[config.mk]
export PLATFORM = sky130hd
export DESIGN_NAME = pi_digit_sched
export DESIGN_NICKNAME = d
export VERILOG_FILES = /design/src/rtl/pi_digit_sched_pkg.sv /design/src/rtl/pi_digit_sched_unpack.sv /design/src/rtl/pi_digit_sched.sv
export SDC_FILE = /design/constraint.sdc
export NUM_CORES = 1
export LEC_CHECK = 0
export ABC_AREA = 1
export CORE_MARGIN = 1.5
export CORE_UTILIZATION = 56
export DETAILED_ROUTE_END_ITERATION = 6
export PLACE_DENSITY = 0.85
export RECOVER_POWER = 100
export REMOVE_ABC_BUFFERS = 1
export SYNTH_ARGS = -nofsm -noshare
export SYNTH_HDL_FRONTEND = slang
export SYNTH_SLANG_ARGS = --single-unit
export TNS_END_PERCENT = 1
[constraint.sdc]
create_clock -name clk -period 6.1 [get_ports clk]
set_clock_uncertainty 0.2 [all_clocks]
set_input_delay 1.525 -clock clk [delete_from_list [all_inputs] [get_ports clk]]
set_output_delay 1.525 -clock clk [all_outputs]
set_load 0.02 [all_outputs]
[src/rtl/pi_digit_sched_pkg.sv]
// Shared types and constants for the pi digit store scheduler.
// Address layout, FSM states and small helpers used by the scheduler and the DPD unpacker.
package pi_digit_sched_pkg;

    localparam int unsigned PI_NUM_GROUPS = 467;
    localparam int unsigned GROUP_W       = 10;
    localparam int unsigned SEL_W         = 2;
    localparam int unsigned ADDR_W        = GROUP_W + SEL_W;
    localparam int unsigned DIGIT_W       = 4;
    localparam int unsigned DPD_W         = 10;
    localparam int unsigned NUM_PORTS     = 2;

    localparam logic [SEL_W-1:0] SEL_INVALID = 2'b11;

    typedef enum logic [1:0] {
        ST_IDLE  = 2'd0,
        ST_FETCH = 2'd1,
        ST_RESP  = 2'd2
    } state_e;

    // Requester address: group index in the upper bits, digit select in the lower bits.
    typedef struct packed {
        logic [GROUP_W-1:0] group;
        logic [SEL_W-1:0]   sel;
    } digit_addr_t;

    // Element [0] is the hundreds digit, matching sel 0.
    typedef logic [0:2][DIGIT_W-1:0] triplet_t;

    function automatic logic addr_invalid(digit_addr_t a, int unsigned num_groups);
        return (a.sel == SEL_INVALID) || (32'(a.group) >= num_groups);
    endfunction

    function automatic logic [DIGIT_W-1:0] pick_digit(triplet_t t, logic [SEL_W-1:0] sel);
        logic [DIGIT_W-1:0] d;
        case (sel)
            2'd0:    d = t[0];
            2'd1:    d = t[1];
            default: d = t[2];
        endcase
        return d;
    endfunction

endpackage

[src/rtl/pi_digit_sched_unpack.sv]
// Combinational densely-packed-decimal decoder: one 10-bit DPD code to three BCD digits.
// Non-canonical codes decode through the same equations without clamping.
module pi_dpd_unpack
    import pi_digit_sched_pkg::*;
(
    input  logic [DPD_W-1:0]   code_i,
    output logic [DIGIT_W-1:0] hund_o,
    output logic [DIGIT_W-1:0] tens_o,
    output logic [DIGIT_W-1:0] ones_o
);

    // Bit 3 flags a large digit; bits 2:1 (and 6:5 when both are set) say which ones.
    always_comb begin
        hund_o = {1'b0, code_i[9:7]};
        tens_o = {1'b0, code_i[6:4]};
        ones_o = {1'b0, code_i[2:0]};
        if (code_i[3]) begin
            case (code_i[2:1])
                2'b00: begin
                    ones_o = {3'b100, code_i[0]};
                end
                2'b01: begin
                    tens_o = {3'b100, code_i[4]};
                    ones_o = {1'b0, code_i[6:5], code_i[0]};
                end
                2'b10: begin
                    hund_o = {3'b100, code_i[7]};
                    ones_o = {1'b0, code_i[9:8], code_i[0]};
                end
                default: begin
                    case (code_i[6:5])
                        2'b00: begin
                            hund_o = {3'b100, code_i[7]};
                            tens_o = {3'b100, code_i[4]};
                            ones_o = {1'b0, code_i[9:8], code_i[0]};
                        end
                        2'b01: begin
                            hund_o = {3'b100, code_i[7]};
                            tens_o = {1'b0, code_i[9:8], code_i[4]};
                            ones_o = {3'b100, code_i[0]};
                        end
                        2'b10: begin
                            tens_o = {3'b100, code_i[4]};
                            ones_o = {3'b100, code_i[0]};
                        end
                        default: begin
                            hund_o = {3'b100, code_i[7]};
                            tens_o = {3'b100, code_i[4]};
                            ones_o = {3'b100, code_i[0]};
                        end
                    endcase
                end
            endcase
        end
    end

endmodule

[src/rtl/pi_digit_sched.sv]
// Two-port round-robin scheduler in front of the DPD triplet ROM.
// Keeps a one-entry triplet cache; one request in flight, one registered response per request.
module pi_digit_sched
    import pi_digit_sched_pkg::*;
#(
    parameter int unsigned NUM_GROUPS = PI_NUM_GROUPS,
    parameter int unsigned ROM_LAT    = 1
) (
    input  logic               clk,
    input  logic               reset_n,

    input  logic               req0_valid,
    output logic               req0_ready,
    input  logic [ADDR_W-1:0]  req0_addr,
    output logic               rsp0_valid,
    output logic [DIGIT_W-1:0] rsp0_digit,
    output logic               rsp0_err,

    input  logic               req1_valid,
    output logic               req1_ready,
    input  logic [ADDR_W-1:0]  req1_addr,
    output logic               rsp1_valid,
    output logic [DIGIT_W-1:0] rsp1_digit,
    output logic               rsp1_err,

    output logic               rom_en,
    output logic [GROUP_W-1:0] rom_addr,
    input  logic [DPD_W-1:0]   rom_code
);

    localparam int unsigned CNT_W = 2;

    state_e                              state_q, state_d;
    logic                                last_q, last_d;
    logic                                port_q, port_d;
    digit_addr_t                         addr_q, addr_d;
    logic [CNT_W-1:0]                    cnt_q, cnt_d;
    logic                                cache_vld_q, cache_vld_d;
    logic [GROUP_W-1:0]                  cache_tag_q, cache_tag_d;
    triplet_t                            cache_dig_q, cache_dig_d;
    logic                                rom_en_q, rom_en_d;
    logic [GROUP_W-1:0]                  rom_addr_q, rom_addr_d;
    logic [NUM_PORTS-1:0]                rsp_valid_q, rsp_valid_d;
    logic [NUM_PORTS-1:0][DIGIT_W-1:0]   rsp_digit_q, rsp_digit_d;
    logic [NUM_PORTS-1:0]                rsp_err_q, rsp_err_d;

    logic                                gnt_vld_c;
    logic                                gnt_c;
    logic                                accept_c;
    digit_addr_t                         req_addr_c;
    logic [DIGIT_W-1:0]                  rom_hund_c, rom_tens_c, rom_ones_c;
    triplet_t                            rom_dig_c;

    // Round-robin: on contention the port that did not win last time gets the grant.
    always_comb begin
        gnt_vld_c = req0_valid || req1_valid;
        gnt_c     = 1'b0;
        if (req0_valid && req1_valid) begin
            gnt_c = ~last_q;
        end else if (req1_valid) begin
            gnt_c = 1'b1;
        end
    end

    assign accept_c   = (state_q == ST_IDLE) && gnt_vld_c;
    assign req_addr_c = digit_addr_t'(gnt_c ? req1_addr : req0_addr);

    // Ready is held low while reset is asserted even if a requester is already valid.
    assign req0_ready = reset_n && accept_c && !gnt_c;
    assign req1_ready = reset_n && accept_c && gnt_c;

    pi_dpd_unpack u_unpack (
        .code_i (rom_code),
        .hund_o (rom_hund_c),
        .tens_o (rom_tens_c),
        .ones_o (rom_ones_c)
    );

    assign rom_dig_c = {rom_hund_c, rom_tens_c, rom_ones_c};

    // Next-state and registered-output logic.
    always_comb begin
        state_d     = state_q;
        last_d      = last_q;
        port_d      = port_q;
        addr_d      = addr_q;
        cnt_d       = cnt_q;
        cache_vld_d = cache_vld_q;
        cache_tag_d = cache_tag_q;
        cache_dig_d = cache_dig_q;
        rom_en_d    = 1'b0;
        rom_addr_d  = rom_addr_q;
        rsp_valid_d = '0;
        rsp_digit_d = '0;
        rsp_err_d   = '0;

        case (state_q)
            ST_IDLE: begin
                if (accept_c) begin
                    last_d = gnt_c;
                    port_d = gnt_c;
                    addr_d = req_addr_c;
                    cnt_d  = '0;
                    if (addr_invalid(req_addr_c, NUM_GROUPS)) begin
                        state_d            = ST_RESP;
                        rsp_valid_d[gnt_c] = 1'b1;
                        rsp_err_d[gnt_c]   = 1'b1;
                    end else if (cache_vld_q && (cache_tag_q == req_addr_c.group)) begin
                        state_d            = ST_RESP;
                        rsp_valid_d[gnt_c] = 1'b1;
                        rsp_digit_d[gnt_c] = pick_digit(cache_dig_q, req_addr_c.sel);
                    end else begin
                        state_d    = ST_FETCH;
                        rom_en_d   = 1'b1;
                        rom_addr_d = req_addr_c.group;
                    end
                end
            end
            ST_FETCH: begin
                // cnt_q counts cycles since rom_en; the code is valid when it equals the latency.
                if (cnt_q == CNT_W'(ROM_LAT)) begin
                    state_d             = ST_RESP;
                    cache_vld_d         = 1'b1;
                    cache_tag_d         = addr_q.group;
                    cache_dig_d         = rom_dig_c;
                    rsp_valid_d[port_q] = 1'b1;
                    rsp_digit_d[port_q] = pick_digit(rom_dig_c, addr_q.sel);
                end else begin
                    cnt_d = cnt_q + CNT_W'(1);
                end
            end
            ST_RESP: begin
                state_d = ST_IDLE;
            end
            default: begin
                state_d = ST_IDLE;
            end
        endcase
    end

    always_ff @(posedge clk or negedge reset_n) begin
        if (!reset_n) begin
            state_q     <= ST_IDLE;
            last_q      <= 1'b1;
            port_q      <= 1'b0;
            addr_q      <= '0;
            cnt_q       <= '0;
            cache_vld_q <= 1'b0;
            cache_tag_q <= '0;
            cache_dig_q <= '0;
            rom_en_q    <= 1'b0;
            rom_addr_q  <= '0;
            rsp_valid_q <= '0;
            rsp_digit_q <= '0;
            rsp_err_q   <= '0;
        end else begin
            state_q     <= state_d;
            last_q      <= last_d;
            port_q      <= port_d;
            addr_q      <= addr_d;
            cnt_q       <= cnt_d;
            cache_vld_q <= cache_vld_d;
            cache_tag_q <= cache_tag_d;
            cache_dig_q <= cache_dig_d;
            rom_en_q    <= rom_en_d;
            rom_addr_q  <= rom_addr_d;
            rsp_valid_q <= rsp_valid_d;
            rsp_digit_q <= rsp_digit_d;
            rsp_err_q   <= rsp_err_d;
        end
    end

    assign rom_en     = rom_en_q;
    assign rom_addr   = rom_addr_q;
    assign rsp0_valid = rsp_valid_q[0];
    assign rsp0_digit = rsp_digit_q[0];
    assign rsp0_err   = rsp_err_q[0];
    assign rsp1_valid = rsp_valid_q[1];
    assign rsp1_digit = rsp_digit_q[1];
    assign rsp1_err   = rsp_err_q[1];

endmodule

==> results of run 1 <==
[per-stage QoR]
stage                     instances  instance area (µm²)  utilization (%)  hold slack (ns)
final                           580                 4205            71.45           0.2646
after global routing            580                 4205            71.45           0.3058
after CTS                       580                 4225            71.79           0.2714
after detailed placement        564                 4029            68.45           0.2593
after global placement          564                 4029            68.45           0.2533
after floorplan                 424                 3294                -           0.2400
[cells in the final DEF, fill, tap and decap left out, types with 2 or more instances in the layout]
cell             count
nor2_1              36
nand2_1            132
dlygate4sd3_1       28
nor3_1               3
nand3b_1             8
clkinv_2             2
nand4_1              9
inv_1               53
or2_2                3
clkbuf_8             9
clkbuf_1             3
a31oi_1              6
nor2_4               2
nand3_1             36
dfrtp_1             63
o22ai_1              2
nand2_4              3
clkinv_4             2
nand3_2              4
nand2_2             10
o21ai_0             41
clkinvlp_4           2
a221oi_1             2
clkdlybuf4s50_1     33
[cells by family (layout without fill, tap and decap cells)]
kind of cell               after synthesis  count (layout)
buffers and inverters                   69             135
adders and majority gates                1               1
DFF                                     64              64
AOI/OAI and AO/OA                       56              56
and+or+nand+nor                        249             249
[path summary, 6_finish.rpt]
path,from,to,slack [ns],cells after the start
max,req0_valid,req0_ready,0.63,6
min,cache_vld_q,cache_vld_q,0.26,1
max reg2reg,cnt_q[1],rsp1_digit[1],2.43,8
min reg2reg,cache_vld_q,cache_vld_q,0.26,1
max in group asynchronous,reset_n,addr_q[11],1.50,2
min in group asynchronous,reset_n,rom_addr[3],2.34,2
[metal layers]
metal	part of all wire [%]	global-route usage, %	vias to the layer above
li1	-	-	1532
met2	47	42.25	150
met4	1.6	8.966	0
met1	44	37.81	1494
met5	0	0	-
met3	7.1	7.303	11
[worst reg2reg max path, stage by stage (launching register included)]
cell and delay [ns]:
dfrtp_1 0.38, inv_1 0.06, ha_1 0.16, inv_1 0.04, nor2_1 1.17, inv_1 0.77, nor2_1 0.53, nand4_1 0.15
o21ai_0 0.12
[power by group through the flow]
stage               Sequential, W  Combinational [W]  Clock (W)
finish                   0.000682           0.000662   0.000360
global route             0.000702           0.000745   0.000389
CTS                      0.000684           0.000680   0.000366
detailed placement       0.000690           0.000677          0
global placement         0.000684           0.000652          0
floorplan                0.000720           0.000395          0
[state kept, by name, summed over array words and instances, names as in the netlist, 4 cells and up]
| register | count |
|---|---|
| addr_q | 12 |
| cache_dig_q | 12 |
| cache_tag_q | 10 |
| rom_addr | 10 |
| rsp0_digit | 4 |
| rsp1_digit | 4 |
[layout make-up]
type | instances | area [µm²]
repair buffers | 65 | 629.4
multi-input cells | 306 | 1480
flip-flops and latches | 64 | 1603
inverters | 54 | 202.7
well taps | 75 | 93.84
clock inverters | 7 | 72.57
clock buffers | 9 | 123.9
fillers | 492 | 1680
==> results by group, run 1 <==
Synth
  • Mapped Avg Cell Area: 7.764 µm²
  • Post-synth EDFFs: 0
  • Cells after synthesis: 439
  • FF+latch count, synth: 64
  • Biggest area consumer among synthesized cells: dfrtp_1
  • Ys async rst share: 100.0%
  • Mapped Area: between 3000 and 4000 µm²
  • Synth Area in XOR/XNOR: 0%
  • Compound-Gate Fraction of Synth Area: about a tenth
  • Share of the synthesized area in the top cell type: roughly 46%
  • Synth warn: 0
  • Main synth FF type: dfrtp_1
  • Number of library cell types mapped by synthesis: 33
  • Largest family of logic cells by synthesized area: simple AND/OR/NAND/NOR gates
  • Top-count cell post-synth: nand2_1
  • Simple-gate portion of the synthesized area: 33.88%
  • Mux share of post-synthesis cell area: 0%
  • Sequential share of the synthesized area: 47.03%
  • Synth cell count leaders: nand2_1, dfrtp_1, inv_1
  • Largest cells by area after synthesis: dfrtp_1, nand2_1, inv_1, o21ai_0, nand3_1
  • Adder-Cell Fraction of Synth Area: 0.3671%

Critical path
  • Top delay family on crit path: buffers and inverters
  • Critical path type: in2out
  • Crit end category: output port
  • Buf/Inv on CP: 3
  • Worst-path fanout max: 24
  • Req. time, crit path: 4.38 ns
  • Worst path cell trace: dlygate4sd3_1 > nand2_4 > nand2_4 > inv_1 > nor3_1 > dlygate4sd3_1
  • Critical path data arrival time: 3.75 ns
  • Startpoint types: primary input
  • Slowest CP cell: dlygate4sd3_1
  • Max incr delay on CP: 0.71 ns

Timing
  • # setup viols final: 0
  • Fin crit period: 5.472 ns
  • Max_slew headroom: -120.9%
  • Final Cycle Share: between 80% and 90%
  • Setup TNS: 0 ns
  • Final WS setup: around 0.63 ns
  • Fin. max-slew vios: 90
  • RSZ-0062 raised after global routing: no
  • Final Hold Fails: 0
  • Fmax: 0.1828 GHz
  • Worst slew pin tran: between 3 and 4 ns

Floorplanning
  • Die height: 81.02 µm
  • DIE WIDTH: 81.02 µm
  • Die ar.: 6563 µm²
  • Total core area: a little under 6000 µm²
  • Rows: 28
  • I/O pins: 63
  • Starting Density: 57.91%

Power and ir drop
  • Maximum VDD drop: around 190 µV
  • Clock network power share: roughly a fifth
  • Comb pwr share: 38.8%
  • Sw Pwr: between 0.0006 and 0.0007 W
  • Internal: 0.001025 W
  • Sequential power share: 40.0%
  • Pwr/cell area: about 410 nW/µm²
  • Sw Ratio: roughly two fifths
  • Total Power: about 0.0017 W
  • P_leak: 2.128 nW

Placement
  • Count of input and output buffers: 62
  • Post-DP HPWL: 5814 µm
  • Pre-CTS setup slack: 0.7640 ns
  • Gpl congestion: 0.8537

Clock tree
  • Post-CTS Resized: 0
  • Clk slew on worst S/H paths: 0.07 ns
  • Clk sinks: 64
  • Post-CTS setup buffer count: 0
  • Later-pin clock latency in the skew report: ~0.35 ns
  • CTS tree: done
  • CTS Buf Count: 9
  • Hold_buf cts: 0
  • CTS root buf: clkbuf_8
  • Htree depth: 3
  • Clock buffer depth: 2

Hold path
  • Hold Path Class: reg2reg

GRT
  • Initial antenna violation count: 0
  • First-pass GRT wire length: between 10000 and 15000 µm
  • GRT Total Usage: 27.47%
  • GRT Residual Overflow: 0
  • Number of global-route vias before repair: 2904
  • Pin count of the biggest net entering global routing: 65

Routing
  • Post-DRT Antenna Nets: 0
  • Iter 0 DRT Violations: 226
  • DRT Pass-1 Iters: 4
  • DR vias/cell: 5.495
  • Per-cell routed wire length: 13.84 µm
  • Post-Route WL: 8028 µm
  • DRC Markers: 0
  • Via count: 3187

Outcome
  • Failing checks: capacitance limit, slew limit
  • Status: complete, but fails checks

Layout
  • Nets@finish: about 540
  • Area Overhead vs Synth: 23.38%
  • Antenna cell count: 0
  • Share of layout cells above drive strength 1: 8.911%

Flow run
  • Max-cap viol count: 2
(Power assumes the default switching activity.)
==> inputs of run 2 (changes only) <==
- SLEW_MARGIN: not set -> 20
==> results of run 2 <==
Same layout as run 1: the final DEF is identical, and so are final timing and power.
==> inputs of run 3 (changes only) <==
- CTS_CLUSTER_DIAMETER: not set -> 100
==> results of run 3 <==
Same layout as run 1: the final DEF is identical, and so are final timing and power.
